==> src/rtl/rs_dispatch_credit_if.sv <==
// Dispatch-side bundle between decode/rename and the RS credit tracker.
// The master side is decode/rename (drives the group and the releases).
// The slave side is the credit tracker (returns requests, credits and accept).
interface rs_dispatch_credit_if #(
    parameter int DISP_WIDTH = 2,
    parameter int NUM_TYPES  = 6,
    parameter int SEL_W      = 3,
    parameter int CNT_W      = 4,
    parameter int NUM_W      = 2,
    parameter int REL_W      = 2
) ();

    logic [DISP_WIDTH*SEL_W-1:0]     rsent;
    logic [DISP_WIDTH-1:0]           disp_valid;
    logic                            stall_in;
    logic                            flush;
    logic [NUM_TYPES*REL_W-1:0]      release_num;

    logic [NUM_TYPES*DISP_WIDTH-1:0] req_vec;
    logic [NUM_TYPES*NUM_W-1:0]      req_num;
    logic                            disp_accept;
    logic                            disp_stall;
    logic [NUM_TYPES*CNT_W-1:0]      free_cnt;
    logic [NUM_TYPES-1:0]            rs_full;
    logic                            ovf_err;

    modport master (
        output rsent, disp_valid, stall_in, flush, release_num,
        input  req_vec, req_num, disp_accept, disp_stall, free_cnt, rs_full, ovf_err
    );

    modport slave (
        input  rsent, disp_valid, stall_in, flush, release_num,
        output req_vec, req_num, disp_accept, disp_stall, free_cnt, rs_full, ovf_err
    );

endinterface

==> src/rtl/rs_dispatch_credit.sv <==
// N-wide dispatch RS request generator with per-type free-entry credits.
// Each slot's RS-type select is decoded into per-type request vectors and
// counts. A group is accepted only when every type has enough registered
// credits (all-or-nothing). Credits are consumed on accept and returned by
// the RS banks via release_num; changes become visible one cycle later.
module rs_dispatch_credit #(
    parameter int DISP_WIDTH = 2,
    parameter int NUM_TYPES  = 6,
    parameter int SEL_W      = 3,
    parameter int ENT_NUM    = 8,
    parameter int CNT_W      = 4,
    parameter int NUM_W      = 2,
    parameter int REL_W      = 2
) (
    input  logic                 clk,
    input  logic                 reset,
    rs_dispatch_credit_if.slave  bus
);

    // Arithmetic width wide enough that credit + release never wraps.
    localparam int MAX_W  = (CNT_W > REL_W) ? ((CNT_W > NUM_W) ? CNT_W : NUM_W)
                                            : ((REL_W > NUM_W) ? REL_W : NUM_W);
    localparam int CALC_W = MAX_W + 1;

    localparam logic [CNT_W-1:0]  ENT_CNT  = CNT_W'(ENT_NUM);
    localparam logic [CALC_W-1:0] ENT_CALC = CALC_W'(ENT_NUM);

    logic [SEL_W-1:0]            slot_sel   [DISP_WIDTH];
    logic [REL_W-1:0]            rel_cnt    [NUM_TYPES];
    logic [NUM_W-1:0]            req_cnt    [NUM_TYPES];
    logic [CNT_W-1:0]            credit     [NUM_TYPES];
    logic [CNT_W-1:0]            credit_nxt [NUM_TYPES];
    logic [CALC_W-1:0]           credit_sum [NUM_TYPES];
    logic [NUM_TYPES-1:0]        ovf_hit;

    logic [NUM_TYPES*DISP_WIDTH-1:0] req_vec_c;
    logic [NUM_TYPES*NUM_W-1:0]      req_num_c;
    logic [NUM_TYPES*CNT_W-1:0]      free_cnt_c;
    logic [NUM_TYPES-1:0]            rs_full_c;

    logic need_ok;
    logic any_valid;
    logic accept;
    logic ovf_err_q;

    // Split the packed select and release buses into per-slot / per-type fields.
    always_comb begin
        for (int i = 0; i < DISP_WIDTH; i++) begin
            slot_sel[i] = bus.rsent[i*SEL_W +: SEL_W];
        end
        for (int t = 0; t < NUM_TYPES; t++) begin
            rel_cnt[t] = bus.release_num[t*REL_W +: REL_W];
        end
    end

    // Decode each valid slot into a one-hot request; selects 0 or above NUM_TYPES request nothing.
    always_comb begin
        req_vec_c = '0;
        for (int t = 0; t < NUM_TYPES; t++) begin
            for (int i = 0; i < DISP_WIDTH; i++) begin
                if (bus.disp_valid[i] && (int'(slot_sel[i]) == t + 1)) begin
                    req_vec_c[t*DISP_WIDTH + i] = 1'b1;
                end
            end
        end
    end

    // Per-type popcount of the request vector.
    always_comb begin
        req_num_c = '0;
        for (int t = 0; t < NUM_TYPES; t++) begin
            req_cnt[t] = '0;
            for (int i = 0; i < DISP_WIDTH; i++) begin
                req_cnt[t] = req_cnt[t] + NUM_W'(req_vec_c[t*DISP_WIDTH + i]);
            end
            req_num_c[t*NUM_W +: NUM_W] = req_cnt[t];
        end
    end

    // Credit check against registered credits only; releases this cycle do not help.
    always_comb begin
        need_ok = 1'b1;
        for (int t = 0; t < NUM_TYPES; t++) begin
            if (CALC_W'(req_cnt[t]) > CALC_W'(credit[t])) begin
                need_ok = 1'b0;
            end
        end
    end

    // Group-level accept/stall; nothing is accepted while reset is held.
    always_comb begin
        any_valid = |bus.disp_valid;
        accept    = any_valid & ~bus.stall_in & ~bus.flush & need_ok & ~reset;
    end

    // Next credit per type: consume on accept, add releases, clamp above ENT_NUM.
    always_comb begin
        ovf_hit = '0;
        for (int t = 0; t < NUM_TYPES; t++) begin
            credit_sum[t] = CALC_W'(credit[t]) + CALC_W'(rel_cnt[t]);
            if (accept) begin
                credit_sum[t] = credit_sum[t] - CALC_W'(req_cnt[t]);
            end
            if (credit_sum[t] > ENT_CALC) begin
                credit_nxt[t] = ENT_CNT;
                ovf_hit[t]    = ~bus.flush;
            end else begin
                credit_nxt[t] = CNT_W'(credit_sum[t]);
            end
        end
    end

    // Credit registers: reset and flush both refill every RS to ENT_NUM.
    always_ff @(posedge clk) begin
        if (reset) begin
            for (int t = 0; t < NUM_TYPES; t++) begin
                credit[t] <= ENT_CNT;
            end
        end else if (bus.flush) begin
            for (int t = 0; t < NUM_TYPES; t++) begin
                credit[t] <= ENT_CNT;
            end
        end else begin
            for (int t = 0; t < NUM_TYPES; t++) begin
                credit[t] <= credit_nxt[t];
            end
        end
    end

    // Sticky over-release flag; only reset clears it, flush leaves it alone.
    always_ff @(posedge clk) begin
        if (reset) begin
            ovf_err_q <= 1'b0;
        end else if (|ovf_hit) begin
            ovf_err_q <= 1'b1;
        end
    end

    // Pack registered credits and derive full flags straight from them.
    always_comb begin
        free_cnt_c = '0;
        rs_full_c  = '0;
        for (int t = 0; t < NUM_TYPES; t++) begin
            free_cnt_c[t*CNT_W +: CNT_W] = credit[t];
            rs_full_c[t]                 = (credit[t] == '0);
        end
    end

    assign bus.req_vec     = req_vec_c;
    assign bus.req_num     = req_num_c;
    assign bus.disp_accept = accept;
    assign bus.disp_stall  = any_valid & ~accept;
    assign bus.free_cnt    = free_cnt_c;
    assign bus.rs_full     = rs_full_c;
    assign bus.ovf_err     = ovf_err_q;

endmodule

==> src/flat_wrapper.sv <==
// flat-port wrapper written by rule: the top's interface ports become plain ports
module rs_dispatch_credit_flat 
#(
    parameter int DISP_WIDTH = 2,
    parameter int NUM_TYPES  = 6,
    parameter int SEL_W      = 3,
    parameter int ENT_NUM    = 8,
    parameter int CNT_W      = 4,
    parameter int NUM_W      = 2,
    parameter int REL_W      = 2
)
  (clk, reset, bus_rsent, bus_disp_valid, bus_stall_in, bus_flush, bus_release_num, bus_req_vec, bus_req_num, bus_disp_accept, bus_disp_stall, bus_free_cnt, bus_rs_full, bus_ovf_err);
  rs_dispatch_credit_if #(.DISP_WIDTH(DISP_WIDTH), .NUM_TYPES(NUM_TYPES), .SEL_W(SEL_W), .CNT_W(CNT_W), .NUM_W(NUM_W), .REL_W(REL_W)) bus_i ();
  input  logic clk;
  input  logic reset;
  input wire logic [$bits(bus_i.rsent)-1:0] bus_rsent;
  input wire logic [$bits(bus_i.disp_valid)-1:0] bus_disp_valid;
  input wire logic [$bits(bus_i.stall_in)-1:0] bus_stall_in;
  input wire logic [$bits(bus_i.flush)-1:0] bus_flush;
  input wire logic [$bits(bus_i.release_num)-1:0] bus_release_num;
  output wire logic [$bits(bus_i.req_vec)-1:0] bus_req_vec;
  output wire logic [$bits(bus_i.req_num)-1:0] bus_req_num;
  output wire logic [$bits(bus_i.disp_accept)-1:0] bus_disp_accept;
  output wire logic [$bits(bus_i.disp_stall)-1:0] bus_disp_stall;
  output wire logic [$bits(bus_i.free_cnt)-1:0] bus_free_cnt;
  output wire logic [$bits(bus_i.rs_full)-1:0] bus_rs_full;
  output wire logic [$bits(bus_i.ovf_err)-1:0] bus_ovf_err;
  assign bus_i.rsent = bus_rsent;
  assign bus_i.disp_valid = bus_disp_valid;
  assign bus_i.stall_in = bus_stall_in;
  assign bus_i.flush = bus_flush;
  assign bus_i.release_num = bus_release_num;
  assign bus_req_vec = bus_i.req_vec;
  assign bus_req_num = bus_i.req_num;
  assign bus_disp_accept = bus_i.disp_accept;
  assign bus_disp_stall = bus_i.disp_stall;
  assign bus_free_cnt = bus_i.free_cnt;
  assign bus_rs_full = bus_i.rs_full;
  assign bus_ovf_err = bus_i.ovf_err;
  rs_dispatch_credit #(.DISP_WIDTH(DISP_WIDTH), .NUM_TYPES(NUM_TYPES), .SEL_W(SEL_W), .ENT_NUM(ENT_NUM), .CNT_W(CNT_W), .NUM_W(NUM_W), .REL_W(REL_W)) u_core (.clk(clk), .reset(reset), .bus(bus_i));
endmodule
==> config.mk <==
export PLATFORM = sky130hd
export DESIGN_NAME = rs_dispatch_credit_flat
export DESIGN_NICKNAME = d
export VERILOG_FILES = /design/src/rtl/rs_dispatch_credit_if.sv /design/src/rtl/rs_dispatch_credit.sv /design/src/flat_wrapper.sv
export SDC_FILE = /design/constraint.sdc
export NUM_CORES = 1
export LEC_CHECK = 0
export CORE_MARGIN = 10
export CORE_UTILIZATION = 45
export CTS_CLUSTER_DIAMETER = 120
export CTS_CLUSTER_SIZE = 12
export DETAILED_ROUTE_END_ITERATION = 8
export PLACE_DENSITY = 0.78
export SYNTH_ARGS = -nofsm -noshare
export SYNTH_HDL_FRONTEND = slang
export SYNTH_SLANG_ARGS = --single-unit
==> constraint.sdc <==
create_clock -name clk -period 3.56 [get_ports clk]
set_clock_uncertainty 0.1 [all_clocks]
set_input_delay 0.712 -clock clk [delete_from_list [all_inputs] [get_ports clk]]
set_output_delay 0.712 -clock clk [all_outputs]
set_load 0.01 [all_outputs]
==> impl_metrics.tcl, run 1 <==
set metrics [dict create \
    drc 0 \
    die_area_um2 10650 \
    fp.dieW_um 103.2 \
    synthCells 352 \
    crit_required_ps 3500 \
    synth_simple_gate_area_share_pct 23.65 \
    yosys_warnings 0 \
    synth_seq_area_share_pct 23.78 \
    cp_cell_sequence "buf_2 -> nand2b_4 -> nor2_4 -> ha_4 -> ha_4 -> nor2b_1 -> o21ai_1 -> nand4_1 -> buf_6 -> nor3_4 -> buf_6 -> mux2i_4 -> o221ai_2 -> or3_4 -> nand2b_4" \
    synth_top_family_by_area "adder cells" \
    hold_end "u_core.bus.ovf_err" \
    cp_max_fo 4 \
    seq_power_share_pct 34.1 \
    antenna_cells 0 \
    reg2regPathDepth 10 \
    synthArstFlopShare_pct 0 \
    end_kind "flip-flop" \
    ys_ff_latch 25 \
    synth_most_common_cell "ha_1" \
    grtUsageTotal_pct 19.27 \
    drv_slew 0 \
    grt_pass1_wl_mm 16.53 \
    min_path_type "flip-flop to flip-flop" \
    place_congestion 0.9607 \
    nets 617 \
    final.min_clock_period_ps 3471 \
    hp-start "u_core.bus.ovf_err" \
    ys.flop_type "edfxtp_1" \
    drt-total-wl_mm 10.91 \
    pre_cts_ws_ps -836.2 \
    cts_buffers 3 \
    drt-pass1-iter-count 4 \
    synth_mux_area_share_pct 1.647 \
    synth_top_area_cell "edfxtp_1" \
    synthAdderAreaFrac_pct 24.58 \
    p_leak_nw 2.093 \
    holdPathStages 2 \
    die_h_um 103.2 \
    synthXorXnorAreaFrac_pct 10.12 \
    grt_overflow 0 \
    viasPerCell 5.374 \
    clock_sink_count 25 \
    power.switching_mw 0.3807 \
    cts_tree "yes" \
    ctsLongestPathBuffers 2 \
    r2r_end "u_core.credit[0][11]" \
    pwr-share-clk_pct 18.3 \
    power.density_nw_per_um2 200.0 \
    fmax_mhz 288.1 \
    yosys.area.top_type_share_pct 23.13 \
    port_buffers 80 \
    grt_pass1_vias 3501 \
    htree_levels 1 \
    vdd_drop_max_mv 0.1570 \
    r2r_slack_ps 380 \
    avgSynthCellArea_um2 8.851 \
    holdBufCountCts 0 \
    clock-root-buffer "clkbuf_8" \
    ant_nets 0 \
    path_class "input pin to flip-flop" \
    grt_max_degree 24 \
    regToRegStartpoint "u_core.credit[0][8]" \
    setup_tns_ps 0 \
    setup_violations 0 \
    synth.area.top_cells "edfxtp_1, ha_1, fa_1" \
    hold_viol 0 \
    wl_per_cell_um 17.66 \
    run_status "complete, no violations" \
    synth-compound-area-share_pct 10.48 \
    synth_cell_type_count 43 \
    crit_arrival_ps 3420 \
    power_frac_comb_pct 47.6 \
    max_stage_delay_ps 380 \
    fin_crit_sh_pct 97.50 \
    area_growth_pct 68.75 \
    synthTopCellsByCount "ha_1, inv_1, nor2_1, nand2_1" \
    swShare_pct 36.21 \
    core_um2 6756 \
    clock_latency_ps 290 \
    drive_gt1_share_pct 31.04 \
    ios 81 \
    start_util_pct 46.11 \
    slowest_stage "or3_4" \
    num_rows 30 \
    synth_enable_flop_cells 24 \
    cp-start-kind "input pin" \
    maxCapViolCount 0 \
    dp_hpwl_mm 8.384 \
    detail_route.iter0.violations 159 \
    syn_area_um2 3115 \
    final.setup.worst_slack_ps 88.87 \
    vias 3321 \
    grt_antenna_before_repair 0 \
    path_clk_slew_ps 100 \
    p_int_mw 0.6707 \
]
==> metal layers <==
layer  up-vias  track usage [%]  routed length (um)
met2        98            35.35                5732
met3        20            3.189                 642
li1       1604                -                   -
met1      1599            22.30                4338
met4         0            5.775                 198
met5         -                0                   0
==> kinds of logic (layout without fill, tap and decap cells) <==
logic type      count (synthesis)  in the layout
other cells                     1             24
mux                             5              5
compound gates                 52             52
simple gates                  139            139
buf+inv                        40            203
fa+ha+maj                      54             54
xor+xnor                       36             36
flops                          25             25
==> worst max-delay path, delay by kind of cell <==
family                   cells  cell delay [ps]
AO/OA/AOI/OAI                2              300
adder cells (fa/ha/maj)      2              380
buffers and inverters        3              450
multiplexers                 1              240
AND/OR/NAND/NOR              7             1360
==> power by group through the flow <==
| stage | Sequential (mW) | Combinational (mW) | Clock [mW] |
|---|---|---|---|
| after CTS | 0.357 | 0.471 | 0.193 |
| after floorplan | 0.363 | 0.251 | 0 |
| after global routing | 0.360 | 0.546 | 0.208 |
| after detailed placement | 0.364 | 0.454 | 0 |
| after global placement | 0.363 | 0.438 | 0 |
| final | 0.358 | 0.500 | 0.193 |
==> metrics by stage <==
stage	cell area [um2]	std cells	hold WS [ps]	utilization (%)	power, mW
finish	5258	618	430.0	77.81	1.051
global placement	4912	603	378.3	72.70	0.8008
CTS	5145	614	403.5	76.15	1.022
global route	5258	618	436.6	77.81	1.114
detailed placement	4912	603	387.6	72.70	0.8180
floorplan	3511	375	393.5	-	0.6140
==> final cells by class <==
| cell class | instances | area [um2] |
|---|---|---|
| Clock buffer | 3 | 41.29 |
| Clock inverter | 1 | 5.005 |
| Fill cell | 426 | 1499 |
| Inverter | 33 | 128.9 |
| Multi-Input combinational cell | 310 | 2781 |
| Sequential cell | 25 | 740.7 |
| Tap cell | 80 | 100.1 |
| Timing Repair Buffer | 166 | 1460 |
==> layout by cell type, fill, tap and decap left out, drive strengths merged, types with 3 or more instances in the layout <==
master / Yosys / layout
nor2b: 12 / 12
nand2b: 10 / 10
buf: 6 / 94
fa: 12 / 12
and3: 3 / 3
nor4: 10 / 10
edfxtp: 24 / 24
xnor2: 24 / 24
nand4: 4 / 4
ha: 42 / 42
a211oi: 17 / 17
nand3: 8 / 8
inv: 32 / 32
xor2: 12 / 12
or3: 6 / 6
nand3b: 8 / 8
a21oi: 15 / 15
nor2: 30 / 30
nand2: 27 / 27
clkbuf: 1 / 5
o21ai: 13 / 13
mux2i: 4 / 4
nor3: 12 / 12
nor4b: 4 / 4
clkdlybuf4s50: 0 / 69
conb: 1 / 24
==> state kept, by name, summed over array words and instances (netlist names) <==
| signal | count |
|---|---|
| u_core.bus.ovf_err | 1 |
| u_core.credit | 24 |
==> how the worst max path moves through the flow <==
stage / startpoint / cells after the start / slack [ps] / to
after floorplan: bus_disp_valid[1] / 15 / 2 / bus_disp_stall
after global placement: bus_disp_valid[1] / 14 / -760 / bus_disp_stall
after detailed placement: bus_disp_valid[0] / 16 / -840 / u_core.credit[0][11]
after CTS: bus_rsent[4] / 15 / 3 / u_core.credit[0][11]
after global routing: bus_release_num[6] / 9 / -10 / u_core.credit[0][13]
final: bus_rsent[4] / 15 / 90 / u_core.credit[0][11]
==> timing repair <==
| item | in CTS | in global routing |
|---|---|---|
| endpoints found under the setup margin | 27 | 18 |
| gates resized for setup | 58 | 26 |
| pin swaps | 20 | 24 |
| buffers inserted | 7 | 5 |
(Power assumes the default switching activity.)
==> run 2, diff against run 1 <==
- SKIP_CTS_REPAIR_TIMING: unset -> 1
==> impl_metrics.tcl, run 2 (synthesis results as in run 1) <==
set metrics [dict create \
    p_leak_nw 2.069 \
    clock_latency_ps 280 \
    final.min_clock_period_ps 3555 \
    final_common_cell "buf_4" \
    htree_levels 1 \
    area_growth_pct 69.20 \
    vias 3365 \
    wl_met1_mm 4.415 \
    top_register "u_core.credit" \
    maxCapViolCount 0 \
    end_kind "flip-flop" \
    crit_arrival_ps 3500 \
    endpoint "u_core.credit[0][11]" \
    viasPerCell 5.454 \
    dp_cells 603 \
    start_util_pct 46.11 \
    fin_crit_sh_pct 99.85 \
    power.density_nw_per_um2 200.5 \
    largest_reg_flops 24 \
    grt_pass1_vias 3357 \
    wl_per_cell_um 17.93 \
    grt_overflow 0 \
    grt_pass1_wl_mm 15.56 \
    layout_common_cells "buf_4, clkdlybuf4s50_1, inv_1, nand2_1, ha_1" \
    r2r_end "u_core.credit[0][11]" \
    drc 0 \
    detail_route.iter0.violations 185 \
    dp_hpwl_mm 8.384 \
    ctsLongestPathBuffers 2 \
    cp-start-kind "input pin" \
    die_area_um2 10650 \
    fmax_mhz 281.3 \
    nets 616 \
    regToRegStartpoint "u_core.credit[0][8]" \
    layout.cells.non_filler 617 \
    met3_length_um 709 \
    grtUsageTotal_pct 18.05 \
    port_buffers 80 \
    ant_nets 0 \
    vdd_drop_max_mv 0.1442 \
    hold_viol 0 \
    core_um2 6756 \
    wl_met2_mm 5.716 \
    path_clk_slew_ps 110 \
    crit_required_ps 3510 \
    grt_max_degree 24 \
    r2r_slack_ps 360 \
    run_status "complete, no violations" \
    clock-root-buffer "clkbuf_8" \
    postLayoutCoreUtil_pct 78.02 \
    drive_gt1_share_pct 31.84 \
    grt_antenna_before_repair 0 \
    fp.dieW_um 103.2 \
    antenna_cells 0 \
    setup_tns_ps 0 \
    cp_max_fo 4 \
    setup.worst_path.start "bus_release_num[4]" \
    min_path_type "flip-flop to flip-flop" \
    place_congestion 0.9607 \
    drv_slew 0 \
    path_class "input pin to flip-flop" \
    cts_tree "yes" \
    drt-pass1-iter-count 5 \
    reg2regPathDepth 10 \
    num_rows 30 \
    die_h_um 103.2 \
    drt-total-wl_mm 11.06 \
    cts_buffers 3 \
    top_layer "met4" \
    setup_violations 0 \
    ios 81 \
    clock_sink_count 25 \
]
-- run 2: cell types whose count changed in the layout (fill, tap and decap cells not counted), sizes merged --
cell           before  now
buf                94   89
clkbuf              5    9
clkdlybuf4s50      69   70
dlymetal6s2s        1    0
-- run 2: per-stage QoR --
stage | worst slack, ps | hold slack, ps | power (mW) | cell area, um2
after floorplan | 2.024 | 393.5 | 0.6140 | 3511
after global placement | -756.5 | 378.3 | 0.8008 | 4912
after detailed placement | -836.2 | 387.6 | 0.8180 | 4912
after CTS | -807.1 | 403.3 | 1.008 | 4959
after global routing | -76.11 | 448.8 | 1.115 | 5271
final | 5.359 | 428.3 | 1.057 | 5271
-- run 2: power breakdown --
group	switching [mW]	total (mW)	internal [mW]
sequential	0.0231	0.359	0.336
clock	0.113	0.192	0.0789
combinational	0.246	0.506	0.260
total	0.383	1.06	0.674
-- run 2: critical path, stage by stage --
cell             delay [ps]
clkdlybuf4s50_1         470
ha_2                    200
fa_2                    500
fa_2                    380
buf_4                   150
xor2_1                  160
nand3b_1                130
o21ai_2                  90
o221ai_2                120
or3_4                   430
nand2b_4                150
-- run 2: metal layers --
metal,global-route usage (%),vias to the layer above
met5,0,-
met4,4.706,0
met3,3.123,23
met2,33.25,133
met1,20.97,1606
li1,-,1603
-- run 2: cell type report --
cell class                      instances  area [um2]
Multi-Input combinational cell        310        2796
Fill cell                             435        1485
Timing Repair Buffer                  165        1459
Sequential cell                        25       740.7
Inverter                               33       128.9
Tap cell                               80       100.1
Clock buffer                            3       41.29
Clock inverter                          1       5.005
-- run 2: worst min path at each step --
| stage | start | slack (ps) | depth (start not counted) | end |
|---|---|---|---|---|
| floorplan | u_core.bus.ovf_err | 390 | 2 | u_core.bus.ovf_err |
| global placement | u_core.bus.ovf_err | 380 | 2 | u_core.bus.ovf_err |
| detailed placement | u_core.bus.ovf_err | 390 | 2 | u_core.bus.ovf_err |
| CTS | u_core.bus.ovf_err | 400 | 2 | u_core.bus.ovf_err |
| global route | u_core.bus.ovf_err | 450 | 2 | u_core.bus.ovf_err |
| finish | u_core.bus.ovf_err | 430 | 2 | u_core.bus.ovf_err |
